<file path="src/rtl/cjb_nbit_ret_stack_v.sv">
`default_nettype none
// ============================================================================
// Module      : cjb_nbit_ret_stack_v
// Description : n-bit return-address LIFO for CALL/RET with sticky
//               overflow/underflow flags; top feeds the PC-select mux.
// Revision    : 1.0 - initial release
// ============================================================================
module cjb_nbit_ret_stack_v #(
    parameter int n     = 8,
    parameter int DEPTH = 8,
    parameter int AW    = 3
) (
    input  logic          clk,
    input  logic          resetn,
    input  logic          push,
    input  logic          pop,
    input  logic [n-1:0]  push_data,
    input  logic          clr_err,
    output logic [n-1:0]  top,
    output logic [AW:0]   count,
    output logic          empty,
    output logic          full,
    output logic          ovf_err,
    output logic          unf_err
);

    localparam logic [AW:0]   c_depth   = (AW+1)'(DEPTH);
    localparam logic [AW:0]   c_cnt_one = (AW+1)'(1);
    localparam logic [AW-1:0] c_idx_one = AW'(1);
    localparam logic [AW-1:0] c_idx_two = AW'(2);

    logic [n-1:0]  mem_q [DEPTH];
    logic [AW:0]   count_q, count_d;
    logic [n-1:0]  top_q,   top_d;
    logic          ovf_q,   ovf_d;
    logic          unf_q,   unf_d;

    logic          w_empty;
    logic          w_full;
    logic [AW-1:0] w_idx;
    logic [AW-1:0] w_idx_m1;
    logic [AW-1:0] w_idx_m2;
    logic          w_wr_en;
    logic [AW-1:0] w_wr_idx;

    assign w_empty  = (count_q == '0);
    assign w_full   = (count_q == c_depth);
    // Modular index arithmetic: when full, w_idx wraps to 0 so idx-1 lands on DEPTH-1.
    assign w_idx    = count_q[AW-1:0];
    assign w_idx_m1 = w_idx - c_idx_one;
    assign w_idx_m2 = w_idx - c_idx_two;

    always_comb begin
        count_d  = count_q;
        top_d    = top_q;
        ovf_d    = clr_err ? 1'b0 : ovf_q;
        unf_d    = clr_err ? 1'b0 : unf_q;
        w_wr_en  = 1'b0;
        w_wr_idx = w_idx;
        case ({push, pop})
            2'b10: begin
                if (w_full) begin
                    ovf_d = 1'b1;
                end else begin
                    w_wr_en  = 1'b1;
                    w_wr_idx = w_idx;
                    count_d  = count_q + c_cnt_one;
                    top_d    = push_data;
                end
            end
            2'b01: begin
                if (w_empty) begin
                    unf_d = 1'b1;
                end else if (count_q == c_cnt_one) begin
                    count_d = '0;
                    top_d   = '0;
                end else begin
                    count_d = count_q - c_cnt_one;
                    top_d   = mem_q[w_idx_m2];
                end
            end
            2'b11: begin
                // Push+pop replaces the top entry; on an empty stack it is a plain push.
                w_wr_en = 1'b1;
                top_d   = push_data;
                if (w_empty) begin
                    w_wr_idx = '0;
                    count_d  = c_cnt_one;
                end else begin
                    w_wr_idx = w_idx_m1;
                end
            end
            default: begin
            end
        endcase
    end

    always_ff @(posedge clk) begin
        if (w_wr_en) begin
            mem_q[w_wr_idx] <= push_data;
        end
    end

    always_ff @(posedge clk or negedge resetn) begin
        if (!resetn) begin
            count_q <= '0;
            top_q   <= '0;
            ovf_q   <= 1'b0;
            unf_q   <= 1'b0;
        end else begin
            count_q <= count_d;
            top_q   <= top_d;
            ovf_q   <= ovf_d;
            unf_q   <= unf_d;
        end
    end

    assign top     = top_q;
    assign count   = count_q;
    assign empty   = w_empty;
    assign full    = w_full;
    assign ovf_err = ovf_q;
    assign unf_err = unf_q;

endmodule
`default_nettype wire

</file>
<file path="config.mk">
export PLATFORM = sky130hd
export DESIGN_NAME = cjb_nbit_ret_stack_v
export DESIGN_NICKNAME = d
export VERILOG_FILES = /design/src/rtl/cjb_nbit_ret_stack_v.sv
export SDC_FILE = /design/constraint.sdc
export NUM_CORES = 1
export LEC_CHECK = 0
export ABC_CLOCK_PERIOD_IN_PS = 3600
export CAP_MARGIN = 5
export CORE_MARGIN = 10
export CORE_UTILIZATION = 50
export DETAILED_ROUTE_END_ITERATION = 8
export PLACE_DENSITY = 0.7
export SETUP_SLACK_MARGIN = 0.5
export SLEW_MARGIN = 20
export SYNTH_ARGS = -nofsm -noshare
export SYNTH_HDL_FRONTEND = slang
export SYNTH_SLANG_ARGS = --single-unit
</file>
<file path="constraint.sdc">
create_clock -name clk -period 3.6 [get_ports clk]
set_input_delay 0.72 -clock clk [delete_from_list [all_inputs] [get_ports clk]]
set_output_delay 0.72 -clock clk [all_outputs]
set_load 0.01 [all_outputs]
</file>
==> impl_metrics.json, run 1 <==
{
  "status": "complete, no violations",
  "wl_per_cell_um": 19.4,
  "dr.pass1.iters": 4,
  "startpoint": "count[1]",
  "drt_iter0_markers": 195,
  "fin_area_mm2": 0.00416,
  "final_cell_mix": "edfxtp_1, clkdlybuf4s50_1, buf_4",
  "crit_type": "reg -> out",
  "h-tree-depth": 3,
  "hold_buffers": 0,
  "clockBufferDepth": 2,
  "ff2ff_path_depth": 6,
  "portBuffers": 28,
  "synth_top_area_share_pct": 54.9,
  "ys_seq_area_share_pct": 64.9,
  "wl_um": 6970,
  "max-vdd-ir-drop_mv": 0.344,
  "leakage_nw": 1.48,
  "num_vias": 2046,
  "yosys.area.top_type": "edfxtp_1",
  "synthDistinctLibCells": 41,
  "ys_ff_latch": 78,
  "gp_congestion": 0.873,
  "worst_slew_pin_slew_ns": 0.730,
  "diodes": 0,
  "grt_first_pass_wirelength_um": 11200,
  "cp-end-kind": "primary output",
  "finalClockSkew_ns": 0.00837,
  "hp-class": "reg -> reg",
  "final_common_cell": "edfxtp_1",
  "cts-buffers-inserted": 9,
  "cp.required_ns": 2.88,
  "track_usage_pct": 13.1,
  "clock.fmax_mhz": 341,
  "rows": 30,
  "report.final.slew_viol_count": 0,
  "dieArea_mm2": 0.0108,
  "grt_max_degree": 28,
  "crit_fanout": 12,
  "r2r_slack_ns": 0.86,
  "rr_endpoint": "top[0]",
  "hpwl_um": 4680,
  "yosysWarnings": 0,
  "finalSetupTns_ns": 0,
  "antenna_found_initial": 0,
  "async_flop_share_pct": 17.9,
  "timing.final.crit_share_pct": 81.6,
  "synth_ff_type": "edfxtp_1",
  "setup_viol": 0,
  "rsz0062_at_grt": "no",
  "cts_tree": "yes",
  "clkLatencyLatePin_ns": 0.35,
  "start_kind": "flip-flop",
  "syn_avg_cell_area_um2": 16.2,
  "placed_area_mm2": 0.00395,
  "syn-instance-count": 216,
  "syn_area_mm2": 0.00350,
  "hp-start": "unf_err",
  "initial_utilization_pct": 51.6,
  "syn_nets": 235,
  "timing.rr.start": "count[2]",
  "critPathArrivalTime_ns": 2.22,
  "endpoint": "empty",
  "period_minus_slack_ns": 2.94,
  "io_pins": 29,
  "core_area_mm2": 0.00679,
  "clkTransAtPathRegs_ns": 0.09,
  "synth_area_leaders": "edfxtp_1, dfrtp_1, mux4_1",
  "drv_cap": 0,
  "drc": 0,
  "hold_viol_final": 0,
  "ant_nets": 0,
  "nets": 278,
  "viasPerCell": 5.68,
  "setup_ws_ns": 0.663,
  "preCtsSetupSlack_ns": 0.538,
  "drive_above_1_share_pct": 20.5,
  "p_per_area_mw_per_mm2": 731,
  "die_y_um": 104,
  "area.growth.synth_to_final_pct": 18.6,
  "cts.sinks": 78,
  "chipWidth_um": 104,
  "cts_root_buf": "clkbuf_8",
  "grt_pass1_vias": 2025,
  "synth_edf_count": 64,
  "relSlewSlack_pct": 51.2,
  "grt_overflow": 0
}
-- cell families (layout without fill, tap and decap cells) --
family	Yosys count	in the layout	share of synthesized area (%)
adders and majority gates	6	6	2.14
muxes	29	29	15.5
and+or+nand+nor	43	43	6.25
AOI/OAI and AO/OA	40	40	8.00
buffers and inverters	20	68	3.21
DFF	78	78	64.9
-- report_power, final --
group	leakage [nW]	total (mW)	internal (mW)	switching, mW
Combinational	0.641	1.20	0.626	0.573
Clock	0.0888	0.609	0.263	0.346
Sequential	0.750	1.23	1.15	0.0813
-- state kept, by name (all words and copies together), names as in the netlist --
register	cells
ovf_err	1
count	4
top	8
mem_q	64
unf_err	1
-- critical path, stage by stage, from the launching register on --
cell,delay [ns]
dfrtp_2,0.48
clkinv_4,0.14
ha_4,0.20
nor2b_4,0.22
nand2_1,0.10
inv_1,0.15
clkdlybuf4s50_1,0.56
-- worst min path at each step --
stage                     endpoint  slack [ns]  cells after the start
after floorplan           count[0]        0.42                      0
after global placement     ovf_err        0.49                      1
after detailed placement   unf_err        0.49                      1
after CTS                  unf_err        0.51                      1
after global routing       unf_err        0.55                      1
final                      unf_err        0.50                      1
-- synth_stat cells (4+ instances only) --
master	n
nor3b_1	4
mux4_2	5
ha_1	6
a22oi_1	8
mux4_1	11
nor3_1	4
edfxtp_1	64
o21ai_0	5
mux2_2	10
a21oi_1	12
inv_1	6
clkbuf_1	4
nand2_1	8
nor2_1	16
dfrtp_1	14
buf_2	5
-- area by class of cell --
cell class,instances,area [um2]
Clock inverter,7,61.3
Sequential cell,78,2270
Inverter,7,31.3
Fill cell,512,2640
Tap cell,96,120
Multi-Input combinational cell,118,1140
Clock buffer,9,124
Timing Repair Buffer,45,408
-- routing by layer --
layer / wire (um) / vias to the layer above / share of wire [%] / GRT usage (%)
li1: - / 949 / - / -
met1: 3050 / 1007 / 44 / 17.7
met2: 3300 / 83 / 47 / 20.1
met3: 562 / 7 / 8.1 / 4.28
met4: 58 / 0 / 0.83 / 3.08
met5: 0 / - / 0 / 0
-- what timing repair did --
item | 4_1_cts | 5_1_grt
gates cloned | 0 | 0
setup buffers | 0 | 0
gates resized for setup | 5 | 2
setup endpoints to repair | 1 | 1
-- through the flow --
step                      util [%]  cells  hold slack [ns]  total power, mW
final                         61.2    360            0.503             3.04
after CTS                     61.1    360            0.510             3.06
after global placement        58.1    344            0.493             2.41
after global routing          61.2    360            0.547             3.23
after detailed placement      58.1    344            0.485             2.42
after floorplan                  -    216            0.424             2.04
Note: power is estimated with default switching activity, not from simulation.
==> run 2, diff against run 1 <==
--- a/config.mk
+++ b/config.mk
@@ -5,7 +5,7 @@
 export SDC_FILE = /design/constraint.sdc
 export NUM_CORES = 1
 export LEC_CHECK = 0
-export ABC_CLOCK_PERIOD_IN_PS = 3600
+export ABC_CLOCK_PERIOD_IN_PS = 3000
 export CAP_MARGIN = 5
 export CORE_MARGIN = 10
 export CORE_UTILIZATION = 50
==> constraint.sdc (replaced) <==
create_clock -name clk -period 3 [get_ports clk]
set_input_delay 0.6 -clock clk [delete_from_list [all_inputs] [get_ports clk]]
set_output_delay 0.6 -clock clk [all_outputs]
set_load 0.01 [all_outputs]
==> run 2 against run 1 <==
Against the previous run: register-to-register slack lost 0.13 ns; worst setup slack gained 0.021 ns; die area is the same; sequential share of layout area shrank 2.0 points; final cell count grew 1.9%; largest power group is now combinational cells; clock power grew 52%; wire length grew 5.7%; first-iteration DRC count shrank 43%; highest routed layer unchanged; critical endpoint is now full; non-clock buffer count grew 7; clock skew grew 0.0036 ns.
==> impl_metrics.json, run 2 (synthesis gave the netlist of run 1 again) <==
{
  "chipWidth_um": 104,
  "preCtsSetupSlack_ns": 0.255,
  "final_common_cell": "edfxtp_1",
  "dieArea_mm2": 0.0108,
  "grt_pass1_vias": 2104,
  "gp_congestion": 0.871,
  "finalSetupTns_ns": 0,
  "area.growth.synth_to_final_pct": 23.0,
  "drc": 0,
  "final_cell_mix": "edfxtp_1, clkdlybuf4s50_1, buf_4",
  "diodes": 0,
  "core_area_mm2": 0.00679,
  "cp.required_ns": 2.40,
  "rr_endpoint": "top[6]",
  "cts_root_buf": "clkbuf_8",
  "clockBufferDepth": 2,
  "grt_overflow": 0,
  "drt_iter0_markers": 111,
  "p_total_mw": 3.93,
  "finalClockSkew_ns": 0.0120,
  "cp-end-kind": "primary output",
  "worst_slew_pin_slew_ns": 0.723,
  "hp-class": "reg -> reg",
  "multi_input_area_mm2": 0.00119,
  "period_minus_slack_ns": 2.32,
  "status": "complete, no violations",
  "dr.pass1.iters": 4,
  "h-tree-depth": 3,
  "fillers": 517,
  "startpoint": "count[1]",
  "p_per_area_mw_per_mm2": 912,
  "cts_tree": "yes",
  "io_pins": 29,
  "rsz0062_at_grt": "no",
  "grt_max_degree": 28,
  "clock.fmax_mhz": 432,
  "grt_first_pass_wirelength_um": 11700,
  "wl_per_cell_um": 20.1,
  "ant_nets": 0,
  "endpoint": "full",
  "antenna_found_initial": 0,
  "die_y_um": 104,
  "initial_utilization_pct": 51.6,
  "track_usage_pct": 13.9,
  "timing.rr.start": "count[1]",
  "cts.sinks": 78,
  "portBuffers": 28,
  "relSlewSlack_pct": 51.7,
  "ff2ff_path_depth": 8,
  "largest_reg_flops": 64,
  "clkLatencyLatePin_ns": 0.34,
  "clkTransAtPathRegs_ns": 0.08,
  "setup_ws_ns": 0.685,
  "r2r_slack_ns": 0.73,
  "viasPerCell": 5.70,
  "setup_viol": 0,
  "drv_cap": 0,
  "crit_type": "reg -> out",
  "start_kind": "flip-flop",
  "nets": 285,
  "report.final.slew_viol_count": 0,
  "max-vdd-ir-drop_mv": 0.445,
  "largest_register": "mem_q",
  "wl_um": 7370,
  "critPathArrivalTime_ns": 1.72,
  "num_vias": 2093,
  "rows": 30,
  "leakage_nw": 1.59,
  "drive_above_1_share_pct": 24.4,
  "timing.final.crit_share_pct": 77.2,
  "hpwl_um": 4910,
  "layout.area.seq_mm2": 0.00227,
  "cts-buffers-inserted": 9,
  "crit_fanout": 9,
  "hold_viol_final": 0
}
run 2: changes by cell type in the layout (fill, tap and decap cells not counted), sizes merged:
cell,before,now
buf,17,24
bufinv,0,3
clkdlybuf4s50,28,25
inv,10,7
clkbuf,9,11
clkinvlp,2,0
dlymetal6s2s,0,2
dlygate4sd2,0,1
run 2: how the worst min path moves through the flow:
stage               startpoint       end  slack [ns]  cells after the start
global placement       unf_err   unf_err        0.48                      1
floorplan               resetn  count[0]        0.30                      0
global route           unf_err   unf_err        0.52                      1
finish                 unf_err   unf_err        0.50                      1
CTS                    unf_err   unf_err        0.50                      1
detailed placement     unf_err   unf_err        0.48                      1
run 2: per-layer routing:
layer / routed length, um / GRT usage [%]
met4: 97 / 6.66
met5: 0 / 0
met2: 3480 / 21.5
met1: 3340 / 17.8
met3: 446 / 3.78
run 2: worst max-delay path, cell delays in order (launching register included):
cell and delay (ns):
dfrtp_2 0.46, inv_2 0.07, ha_1 0.18, buf_4 0.17, and3b_1 0.21, dlygate4sd2_1 0.29
run 2: cell type report:
cell class	instances	area share, %
Sequential cell	78	52.7
Multi-Input combinational cell	118	27.5
Clock inverter	5	2.50
Clock buffer	11	3.05
Inverter	7	0.610
Tap cell	96	2.79
Timing Repair Buffer	52	10.8
run 2: through the flow:
stage	cell area (um2)	utilization [%]	instances	hold slack [ns]
global route	4310	63.4	367	0.518
finish	4310	63.4	367	0.496
CTS	4290	63.1	365	0.499
floorplan	3570	-	216	0.304
global placement	4040	59.5	348	0.476
detailed placement	4040	59.5	348	0.476
run 2: power breakdown:
| group | total [mW] | switching (mW) | leakage [nW] | internal (mW) |
|---|---|---|---|---|
| Clock | 0.925 | 0.369 | 0.118 | 0.557 |
| Sequential | 1.47 | 0.0937 | 0.750 | 1.38 |
| Combinational | 1.53 | 0.747 | 0.723 | 0.786 |
run 2: repair_timing:
item,CTS,global route
gates resized for setup,2,2
hold endpoints to repair,0,0
hold buffers,0,0
setup buffers,1,2
pin swaps,0,1
endpoints found under the setup margin,2,33
==> variant (settings of run 1) <==
Set the parameter `DEPTH` to 16 (it was 8).
--- a/src/rtl/cjb_nbit_ret_stack_v.sv
+++ b/src/rtl/cjb_nbit_ret_stack_v.sv
@@ -9,3 +9,3 @@
     parameter int n     = 8,
-    parameter int DEPTH = 8,
+    parameter int DEPTH = 16,
     parameter int AW    = 3
Formal check against the unedited RTL: not equivalent (a bounded check fails within 4 cycles, from zero or initial values and one cycle with resetn low).
==> variant against run 1 <==
Total power rose by 3.0%. First-iteration DRC count is 23% lower. Synthesized area fell by 1.9%. Final cell count grew 0.83%. Setup slack got worse by 0.0025 ns. Sequential share of layout area up 1.4 points. Count of clock-buffer cells in the layout unchanged. Sequential cell count stayed put. Via count up 5.1%. Wire length up 6.3%. Design area fell by 2.5%. Maximum frequency barely moved.
==> variant: results (changes against run 1) <==
post_cts_buffers: 0  # unchanged
wl_met2_um: 3450  # +4.4%
synth_ff_type: "edfxtp_1"
min_from: "ovf_err$_DFF_PN0_"
port-buffer-count: 28  # unchanged
ir_drop_uv: 253  # -26%
drtIter0Drc: 150  # -23%
ys_types: 33  # -20%
worstMarginPinSlew_ns: 0.748  # +0.0179 ns
grt_pass1_wl_um: 11800  # +6.1%
fillCellCount: 517  # +0.98%
nets: 298  # +7.2%
wirelength_um: 7410  # +6.3%
syn_nets: 256  # +8.9%
post_cts_resized: 0  # -5
leakage_nw: 1.46  # -1.2%
yosysSeqAreaShare_pct: 66.1  # +1.3 points
dp.final_hpwl_um: 4850  # +3.7%
outcome: "complete, no violations"
first_global_vias: 2159  # +6.6%
cp-startpoint: "count[1]$_DFFE_PN0P_"
cts_buffer_depth: 2  # unchanged
mostFrequentLayoutCell: "edfxtp_1"
wl_met3_um: 540  # -3.9%
finClkSkew_ns: 0.00886  # +0.000489 ns
final_layout_size_suffix_gt1_share_pct: 16.3  # -4.2 points
num_vias: 2151  # +5.1%
wl_met1_um: 3280  # +7.4%
grt_max_degree: 24  # -14%
synthTopCellsByArea: "edfxtp_1 (56%), dfrtp_1 (10%), mux4_2 (8.5%)"
slowest_delay_ns: 0.57
grt_use_total_pct: 15.1  # +2.0 points
synth_common_cells: "edfxtp_1 (64), nand2_1 (31), nor2_1 (22), a21oi_1 (16), dfrtp_1 (14)"
cts_root_buf: "clkbuf_8"
antenna_found_initial: 0  # unchanged
gp_congestion: 0.869  # -0.45%
-- variant: worst paths after layout --
| path | endpoint | slack [ns] | cells past startpoint |
|---|---|---|---|
| worst min register to register | ovf_err$_DFF_PN0_ | 0.53 | 2 |
| max in group asynchronous | top[3]$_DFFE_PN0P_ | 2.41 | 1 |
| worst min-delay path | ovf_err$_DFF_PN0_ | 0.53 | 2 |
| worst max-delay path | empty | 0.66 | 6 |
| min in group asynchronous | top[1]$_DFFE_PN0P_ | 0.76 | 1 |
| worst max register to register | mem_q[1][6]$_DFFE_PP_ | 0.95 | 8 |
-- variant: tightest hold or removal path: cells and delay by family (launching register included) --
kind	cells	cell delay, ns
flops	1	0.38
compound gates	1	0.06
buf+inv	1	0.05
-- variant: final cells by class --
| class | instances | area (sq um) | share of cell area, % |
|---|---|---|---|
| tap | 80 | 100 | 2.47 |
| multi-input combinational | 137 | 1050 | 25.9 |
| clock inverter | 7 | 80.1 | 1.98 |
| clock buffer | 9 | 124 | 3.06 |
| inverter | 9 | 33.8 | 0.834 |
| timing repair buffer | 43 | 393 | 9.69 |
| sequential | 78 | 2270 | 56.1 |
-- variant: cell families (layout without fill, tap and decap cells) --
| logic type | count (synthesis) | in the layout | share of synthesized area, % |
|---|---|---|---|
| AO/OA/AOI/OAI | 45 | 45 | 8.19 |
| XOR/XNOR | 1 | 1 | 0.255 |
| adder cells (fa/ha/maj) | 7 | 7 | 2.55 |
| buffers and inverters | 21 | 68 | 3.35 |
| flip-flops | 78 | 78 | 66.1 |
| multiplexers | 17 | 17 | 11.1 |
| AND/OR/NAND/NOR | 67 | 67 | 8.45 |
-- variant: layer usage --
metal,track usage [%],vias up
met4,7.06,0
met3,3.75,10
met2,23.3,96
met5,0,-
li1,-,978
met1,19.6,1067
-- variant: metrics by stage --
stage	utilization (%)	area (sq um)	setup WS [ns]	instances	power (mW)
global route	60.3	4050	0.510	363	3.32
floorplan	-	3440	1.07	236	2.07
detailed placement	57.3	3850	0.674	347	2.48
CTS	60.3	4050	0.648	363	3.16
global placement	57.3	3850	0.739	347	2.46
finish	60.3	4050	0.661	363	3.13
-- variant: power by group --
| group | switching [mW] | internal, mW | leakage [nW] |
|---|---|---|---|
| combinational | 0.658 | 0.576 | 0.611 |
| sequential | 0.0784 | 1.14 | 0.749 |
| clock | 0.345 | 0.331 | 0.103 |
| total | 1.08 | 2.05 | 1.46 |
